File: src/rtl/core_pkg.sv
// Shared definitions for the core pipeline: fetch FSM encoding, reset defaults
// and instruction field bit positions used by fetch, decode and the extenders.
package core_pkg;

   localparam int XLEN = 32;

   localparam logic [XLEN-1:0] DEFAULT_RESET_PC  = 32'h0000_0000;
   localparam logic [XLEN-1:0] DEFAULT_NOP_INSTR = 32'h0000_0000;

   // Instruction field positions (MIPS-style I/R formats)
   localparam int OPC_HI = 31;
   localparam int OPC_LO = 26;
   localparam int RS_HI  = 25;
   localparam int RS_LO  = 21;
   localparam int RT_HI  = 20;
   localparam int RT_LO  = 16;
   localparam int RD_HI  = 15;
   localparam int RD_LO  = 11;
   localparam int IMM_HI = 15;
   localparam int IMM_LO = 0;

   // Fetch FSM: requesting, holding a fetched word in the skid, or draining a
   // stale request after a redirect.
   typedef enum logic [1:0] {
      S_REQ   = 2'd0,
      S_HOLD  = 2'd1,
      S_DRAIN = 2'd2
   } fetch_state_t;

   // Word-align a redirect address; the low two bits are ignored.
   function automatic logic [XLEN-1:0] align_word(input logic [XLEN-1:0] addr);
      return addr & ~32'h0000_0003;
   endfunction

endpackage

File: src/rtl/fetch_skid_buffer.sv
// One-entry holding register for a fetched {instr, pc_plus4} pair that decode
// could not accept in the cycle it arrived.
module fetch_skid_buffer
   import core_pkg::*;
(
   input  logic            clk,
   input  logic            rst,
   input  logic            i_load,
   input  logic            i_clear,
   input  logic [XLEN-1:0] i_instr,
   input  logic [XLEN-1:0] i_pc_plus4,
   output logic            o_valid,
   output logic [XLEN-1:0] o_instr,
   output logic [XLEN-1:0] o_pc_plus4
);

   logic            r_valid;
   logic [XLEN-1:0] r_instr;
   logic [XLEN-1:0] r_pc_plus4;

   // Occupancy flag: load marks the entry full, clear empties it.
   // NOTE: sequential state uses non-blocking (<=) so every flop samples pre-edge values.
   always_ff @(posedge clk) begin
      if (rst) begin
         r_valid <= 1'b0;
      end else if (i_load) begin
         r_valid <= 1'b1;
      end else if (i_clear) begin
         r_valid <= 1'b0;
      end
   end

   // Payload capture on load.
   // NOTE: payload has no reset; it is only ever read while r_valid is set.
   always_ff @(posedge clk) begin
      if (i_load) begin
         r_instr    <= i_instr;
         r_pc_plus4 <= i_pc_plus4;
      end
   end

   assign o_valid    = r_valid;
   assign o_instr    = r_instr;
   assign o_pc_plus4 = r_pc_plus4;

endmodule

File: src/rtl/fetch_stage.sv
// Instruction fetch stage: owns the PC, requests words from instruction memory
// and fills the IF/ID register, with stall (skid), flush and redirect support.
module fetch_stage
   import core_pkg::*;
#(
   parameter logic [XLEN-1:0] RESET_PC  = DEFAULT_RESET_PC,
   parameter logic [XLEN-1:0] NOP_INSTR = DEFAULT_NOP_INSTR
) (
   input  logic            clk,
   input  logic            rst,
   input  logic            stall,
   input  logic            flush,
   input  logic            branch_taken,
   input  logic [XLEN-1:0] branch_target,
   output logic            imem_req,
   output logic [XLEN-1:0] imem_addr,
   input  logic            imem_ack,
   input  logic [XLEN-1:0] imem_rdata,
   output logic            id_valid,
   output logic [XLEN-1:0] id_instr,
   output logic [XLEN-1:0] id_pc_plus4,
   output logic [5:0]      id_opcode,
   output logic [4:0]      id_rs,
   output logic [4:0]      id_rt,
   output logic [4:0]      id_rd,
   output logic [15:0]     id_imm16
);

   fetch_state_t    r_state, w_state_n;
   logic [XLEN-1:0] r_pc, w_pc_n;
   logic [XLEN-1:0] r_target, w_target_n;
   logic            r_id_valid, w_id_valid_n;
   logic [XLEN-1:0] r_id_instr, w_id_instr_n;
   logic [XLEN-1:0] r_id_pc4, w_id_pc4_n;

   logic            w_req;
   logic            w_ack;
   logic [XLEN-1:0] w_pc_plus4;
   logic [XLEN-1:0] w_target_aligned;
   logic            w_skid_load;
   logic            w_skid_clear;
   logic            w_skid_valid;
   logic [XLEN-1:0] w_skid_instr;
   logic [XLEN-1:0] w_skid_pc4;

   // Requests are suppressed while reset is held; acks outside a request are ignored.
   assign w_req            = !rst && ((r_state == S_REQ) || (r_state == S_DRAIN));
   assign w_ack            = w_req && imem_ack;
   assign w_pc_plus4       = r_pc + 32'd4;
   assign w_target_aligned = align_word(branch_target);

   fetch_skid_buffer u_skid (
      .clk        (clk),
      .rst        (rst),
      .i_load     (w_skid_load),
      .i_clear    (w_skid_clear),
      .i_instr    (imem_rdata),
      .i_pc_plus4 (w_pc_plus4),
      .o_valid    (w_skid_valid),
      .o_instr    (w_skid_instr),
      .o_pc_plus4 (w_skid_pc4)
   );

   // State, PC, pending redirect target and IF/ID register.
   always_ff @(posedge clk) begin
      if (rst) begin
         r_state    <= S_REQ;
         r_pc       <= RESET_PC;
         r_target   <= '0;
         r_id_valid <= 1'b0;
         r_id_instr <= NOP_INSTR;
         r_id_pc4   <= '0;
      end else begin
         r_state    <= w_state_n;
         r_pc       <= w_pc_n;
         r_target   <= w_target_n;
         r_id_valid <= w_id_valid_n;
         r_id_instr <= w_id_instr_n;
         r_id_pc4   <= w_id_pc4_n;
      end
   end

   // Next-state logic with priority branch_taken > flush > stall > normal.
   // NOTE: every signal gets a default first so no latch is inferred.
   always_comb begin
      w_state_n    = r_state;
      w_pc_n       = r_pc;
      w_target_n   = r_target;
      w_id_valid_n = r_id_valid;
      w_id_instr_n = r_id_instr;
      w_id_pc4_n   = r_id_pc4;
      w_skid_load  = 1'b0;
      w_skid_clear = 1'b0;

      if (branch_taken) begin
         w_id_valid_n = 1'b0;
         w_id_instr_n = NOP_INSTR;
         w_id_pc4_n   = '0;
         w_skid_clear = 1'b1;
         case (r_state)
            S_REQ: begin
               if (w_ack) begin
                  w_pc_n = w_target_aligned;
               end else begin
                  w_state_n  = S_DRAIN;
                  w_target_n = w_target_aligned;
               end
            end
            S_HOLD: begin
               w_pc_n    = w_target_aligned;
               w_state_n = S_REQ;
            end
            S_DRAIN: begin
               if (w_ack) begin
                  w_pc_n    = w_target_aligned;
                  w_state_n = S_REQ;
               end else begin
                  w_target_n = w_target_aligned;
               end
            end
            default: w_state_n = S_REQ;
         endcase
      end else begin
         if (flush) begin
            w_id_valid_n = 1'b0;
            w_id_instr_n = NOP_INSTR;
            w_id_pc4_n   = '0;
         end
         case (r_state)
            S_REQ: begin
               if (w_ack) begin
                  w_pc_n = w_pc_plus4;
                  if (stall || flush) begin
                     // Decode cannot take it (or is being flushed): park it.
                     w_skid_load = 1'b1;
                     w_state_n   = S_HOLD;
                  end else begin
                     w_id_valid_n = 1'b1;
                     w_id_instr_n = imem_rdata;
                     w_id_pc4_n   = w_pc_plus4;
                  end
               end
            end
            S_HOLD: begin
               if (!stall && !flush && w_skid_valid) begin
                  w_id_valid_n = 1'b1;
                  w_id_instr_n = w_skid_instr;
                  w_id_pc4_n   = w_skid_pc4;
                  w_skid_clear = 1'b1;
                  w_state_n    = S_REQ;
               end
            end
            S_DRAIN: begin
               // Stale response is dropped; resume at the redirect target.
               if (w_ack) begin
                  w_pc_n    = r_target;
                  w_state_n = S_REQ;
               end
            end
            default: w_state_n = S_REQ;
         endcase
      end
   end

   assign imem_req    = w_req;
   assign imem_addr   = r_pc;
   assign id_valid    = r_id_valid;
   assign id_instr    = r_id_instr;
   assign id_pc_plus4 = r_id_pc4;

   // Fields read as zero for a bubble regardless of the NOP encoding.
   assign id_opcode = r_id_valid ? r_id_instr[OPC_HI:OPC_LO] : '0;
   assign id_rs     = r_id_valid ? r_id_instr[RS_HI:RS_LO]   : '0;
   assign id_rt     = r_id_valid ? r_id_instr[RT_HI:RT_LO]   : '0;
   assign id_rd     = r_id_valid ? r_id_instr[RD_HI:RD_LO]   : '0;
   assign id_imm16  = r_id_valid ? r_id_instr[IMM_HI:IMM_LO] : '0;

endmodule

File: config.mk
export PLATFORM = sky130hd
export DESIGN_NAME = fetch_stage
export DESIGN_NICKNAME = d
export VERILOG_FILES = /design/src/rtl/core_pkg.sv /design/src/rtl/fetch_skid_buffer.sv /design/src/rtl/fetch_stage.sv
export SDC_FILE = /design/constraint.sdc
export NUM_CORES = 1
export LEC_CHECK = 0
export ABC_AREA = 1
export CORE_UTILIZATION = 50
export CTS_CLUSTER_SIZE = 28
export DETAILED_ROUTE_END_ITERATION = 10
export PLACE_DENSITY = 0.82
export SYNTH_ARGS = -nofsm -noshare
export SYNTH_HDL_FRONTEND = slang
export SYNTH_SLANG_ARGS = --single-unit
File: constraint.sdc
create_clock -name clk -period 3.9 [get_ports clk]
set_input_delay 1.17 -clock clk [delete_from_list [all_inputs] [get_ports clk]]
set_output_delay 1.17 -clock clk [all_outputs]
set_load 0.05 [all_outputs]
* After elaboration in Yosys (flattened, before gate mapping) *
Cells that the tools add are included.

word-level totals
  flip-flop bits (word level) = 194
  input bits = 70
  output and inout port bits = 135
  logic and storage cells = 80

operators by class
  $add $sub $neg = 1
  equal/unequal tests = 9
  mux-type cells = 43
  bitwise operators = 1
  reduce and logical (&&, ||, !) cells = 17

operator list
  cell                     number
  $mux W32                 12
  $pmux W32 S2             4
  $add A32 B3 Y32 const B  1
  $mux W16                 1
  $mux W5                  3
  $mux W1                  13
  $mux W2                  6
  $ne A3 B3 Y1 const B     4
  $ne A3 B2 Y1 const B     3
  $mux W6                  1
  $pmux W2 S3              1
  $reduce_and A5 Y1        1
  $logic_and A1 B1 Y1      4
  $pmux W2 S2              1
  $reduce_and A4 Y1        1
  $reduce_or A2 Y1         2
  $logic_not A1 Y1         3
  $reduce_and A3 Y1        1
  $reduce_bool A3 Y1       1
  $eq A2 B1 Y1 const B     1
  $eq A2 B2 Y1 const B     1
  $logic_not A2 Y1         1
  $logic_or A1 B1 Y1       2
  $pmux W1 S2              1
  2 further kinds          2

* Logic depth before layout (Yosys ltp) *
  depth in word-level cells = 8
  gate-level depth with buffers = 12
  mapped depth without buffers = 12

* Cells and area by module *
From an unflattened synthesis, not the netlist that was laid out.

second synthesis, totals
  cells, all modules = 1186
  area, all modules = 9081.2 sq um

by module, submodules not included
  module             instances  cells each  area an instance (sq um)  sequential area each (sq um)
  fetch_stage        1          1117        7119.3                    2542.4
  fetch_skid_buffer  1          69          1961.9                    1941.9

* Worst setup path after synthesis *
Ideal clock, no wire load.

  kind = input -> register
  from = in rst
  to = reg u_skid.r_instr[0], in the netlist u_skid.o_instr[0] (enable)
  library setup time = 416 ps
  arrival = 3255 ps
  data required time = 3484 ps
  setup slack = 229 ps
  stages on the path = 5
  buffers on the path = 0
  cells stage by stage = nor2_2 nand2_2 nor2_1 nand2_1 inv_1

on the way
  word-level cells in the longest chain between the ends = 6

ends and longest elaborated chain
  item                     line                     text
  from (decl)              fetch_stage.sv:10        input logic rst,
  $logic_not A1 Y1         fetch_stage.sv:47        assign w_req = !rst && ((r_state == S_REQ) || (r_state == S_DRAIN));
  $logic_and A1 B1 Y1      fetch_stage.sv:47
  $logic_and A1 B1 Y1      fetch_stage.sv:48        assign w_ack = w_req && imem_ack;
  $mux W1                  fetch_stage.sv:131       if (w_ack) begin
  $mux W1                  fetch_stage.sv:129       case (r_state)
  $mux W1                  fetch_stage.sv:95        if (branch_taken) begin
  named net u_skid.i_load  fetch_skid_buffer.sv:8   input logic i_load,
  to (signal assigned)     fetch_skid_buffer.sv:37  r_instr <= i_instr;
  to (decl)                fetch_skid_buffer.sv:18  logic [XLEN-1:0] r_instr;

The timed path passes the listed nets, and every way through them passes these cells.
A chain may end at the register's enable or synchronous reset.

* Worst setup path after layout *
  from = reg r_id_valid, in the netlist id_valid
  to = out id_imm16[15]

on the way
  word-level cells in the longest chain between the ends = 1

ends and longest elaborated chain
  item                    line                text
  from (decl)             fetch_stage.sv:32   logic r_id_valid, w_id_valid_n;
  from (signal assigned)  fetch_stage.sv:77   r_id_valid <= w_id_valid_n;
  $mux W16                fetch_stage.sv:176  assign id_imm16 = r_id_valid ? r_id_instr[IMM_HI:IMM_LO] : '0;
  to (decl)               fetch_stage.sv:26   output logic [15:0] id_imm16

Every way passes these cells.

==> metrics.yaml <==
clocking:
  cts_hold_buf: 0
  ctsResizeCount: 0
  numClockSinks: 190
  path_clk_slew_ps: 70
  clk_path_buf_depth: 2
  clkLatencyLatePin_ps: 440
  htree_levels: 4
  cts_made_buffers: 17
  ctsRootBufferMaster: "clkbuf_16"
  cts_setup_buffers: 0
  cts_tree: "yes"
timing:
  layout_min_cycle_time_ps: 3460
  hold_viol_final: 0
  rsz0062_at_grt: "false"
  finalMaxSlewViolations: 0
  fin_setup_tns_ps: 0
  fmax_ghz: 0.289
  fin_crit_sh_pct: 88.8
  maxSlewHeadroom_pct: 29.6
  worst_pin_slew_ps: 1050
  skew_ps: 9.93
  setup_viol: 0
final_layout:
  syn_to_final_growth_pct: 30.3
  postLayoutCellArea_mm2: 0.0115
  num_antenna_cells: 0
  final_core_util_pct: 66.7
  fin_nets: 1367
  multiInputGateArea_mm2: 0.00364
  drive_gt1_share_pct: 4.74
  final-seq-area_mm2: 0.00442
  fill_cells: 1423
  final_cells: 1534
logic_synthesis:
  yosysTopAreaCell: "dfxtp_1"
  synth_top_area_share_pct: 29.1
  synth_common_cells: "nand2_1 (335), dfxtp_1 (128), a21oi_1 (117)"
  yosysMostFrequentCell: "nand2_1"
  syn_inst: 1136
  synth_cell_type_count: 41
  ys_top_cells_by_area: "dfxtp_1 (29%), edfxtp_1 (21%), nand2_1 (14%)"
  async_flop_share_pct: 0
  synth_seq_cells: 190
  synth_edf_count: 62
  yosysSeqAreaShare_pct: 50.2
  avgSynthCellArea_um2: 7.76
  synth-main-ff-cell: "dfxtp_1"
  ys_warn_count: 0
  netlist_area_mm2: 0.00882
grt:
  grt_max_degree: 66
  antenna_found_initial: 0
  overflow: 0
  grt_use_total_pct: 27.2
  grt_pass1_wl_um: 38500
  first_global_vias: 7494
detailed_routing:
  vias: 8324
  routed_wl_um: 24600
  ant_nets: 0
  wl_per_cell_um: 16.1
  drtIter0Drc: 768
  firstDrtPassIters: 5
  drc: 0
  vias_per_cell: 5.43
power_and_ir_drop:
  peakVddDrop_mv: 0.338
  finalPower_uw: 4450
  p_leak_uw: 0.00436
  p_per_area_mw_per_mm2: 388
worst_hold_path:
  min-delay-start: "r_target[11]"
  hp-class: "reg -> reg"
  holdPathStages: 2
  hold_path_end: "r_target[11]"
critical_path:
  required_ps: 2730
  rr_worst_depth: 7
  cp_max_fo: 20
  arrival_ps: 2290
  startpoint_type: "flop"
  rr_endpoint: "id_pc_plus4[1]"
  r2r-start: "r_state[0]"
  endpoint_kind: "output pin"
  crit_type: "reg -> out"
  rrSetupSlack_ps: 1500
placement:
  place_congestion: 0.888
  io_buffers: 200
  dp_cells: 1502
  placed_cell_area_mm2: 0.0109
  dp_hpwl_um: 16500
job:
  max-cap-violations: 0
die:
  dieArea_mm2: 0.0182
  core_region_area_mm2: 0.0172
  fp.dieW_um: 135
  ios: 205
  die_h_um: 135
  rows: 48
  start_util_pct: 51.2
run_status:
  status: "complete, no violations"
## cells in the final DEF, fill, tap and decap left out, drive strengths merged
cell / count
nand2: 338
clkdlybuf4s50: 199
dfxtp: 128
a21oi: 118
inv: 109
o21ai: 96
nor2: 74
edfxtp: 62
a31oi: 37
nand3: 26
a32oi: 25
clkbuf: 24
buf: 18
xor2: 11
o21bai: 8
o211ai: 8
nor3: 4
xnor2: 3
or2: 3
clkinv: 3
nor3b: 2
nand4: 2
conb: 2
a221oi: 1
a22oi: 1
o22ai: 1
nand3b: 1
and2: 1
o21a: 1
ha: 1
clkinvlp: 1
bufinv: 1
## cell type report
class,count,share of cell area (%)
sequential,190,38.5
multi-input combinational,764,31.7
timing repair buffer,217,19.1
clock buffer,24,4.10
inverter,106,3.48
tap,225,2.45
clock inverter,8,0.708
## worst max-delay path: stages, from the launching register on
cell	delay (ps)
dfxtp_1	700
buf_12	230
nand2_1	60
inv_1	70
clkdlybuf4s50_1	810
## logic make-up (layout without fill, tap and decap cells)
family / count (synthesis) / count (layout) / share of synthesized area, %
buffers and inverters: 183 / 355 / 8.64
flip-flops: 190 / 190 / 50.2
XOR/XNOR: 14 / 14 / 1.39
other: 1 / 2 / 0.0425
AND/OR/NAND/NOR: 451 / 451 / 20.6
adder cells (fa/ha/maj): 1 / 1 / 0.142
AO/OA/AOI/OAI: 296 / 296 / 19.0
## where the power goes
part / switching, uW / internal [uW]
combinational: 399 / 209
clock: 739 / 919
sequential: 66.3 / 2120
## state kept, by name, indices dropped and copies added (netlist names)
name / count
id_instr: 32
id_pc_plus4: 32
id_valid: 1
imem_addr: 30
r_state: 2
r_target: 30
u_skid.o_instr: 32
u_skid.o_pc_plus4: 30
u_skid.o_valid: 1
## worst max path at each step
stage | startpoint | endpoint | depth (start not counted)
6_report | id_valid | id_imm16[15] | 4
5_1_grt | id_valid | id_rs[4] | 4
4_1_cts | id_valid | id_imm16[15] | 4
3_5_place_dp | rst | imem_req | 3
3_3_place_gp | rst | imem_req | 3
2_1_floorplan | rst | u_skid.o_instr[0] | 5
## per-stage QoR
stage          setup WS, ps  hold slack [ps]
3_5_place_dp            594              434
3_3_place_gp            604              430
5_1_grt                 310              462
2_1_floorplan           229              420
4_1_cts                 423              444
6_report                438              444
## layer usage
layer | up-vias | track usage [%] | wire (um)
li1 | 4092 | - | -
met1 | 3831 | 37.2 | 10500
met2 | 358 | 42.8 | 11600
met3 | 43 | 5.67 | 2070
met4 | 0 | 9.49 | 486
met5 | - | 0 | 0
Note: power is estimated with default switching activity, not from simulation.
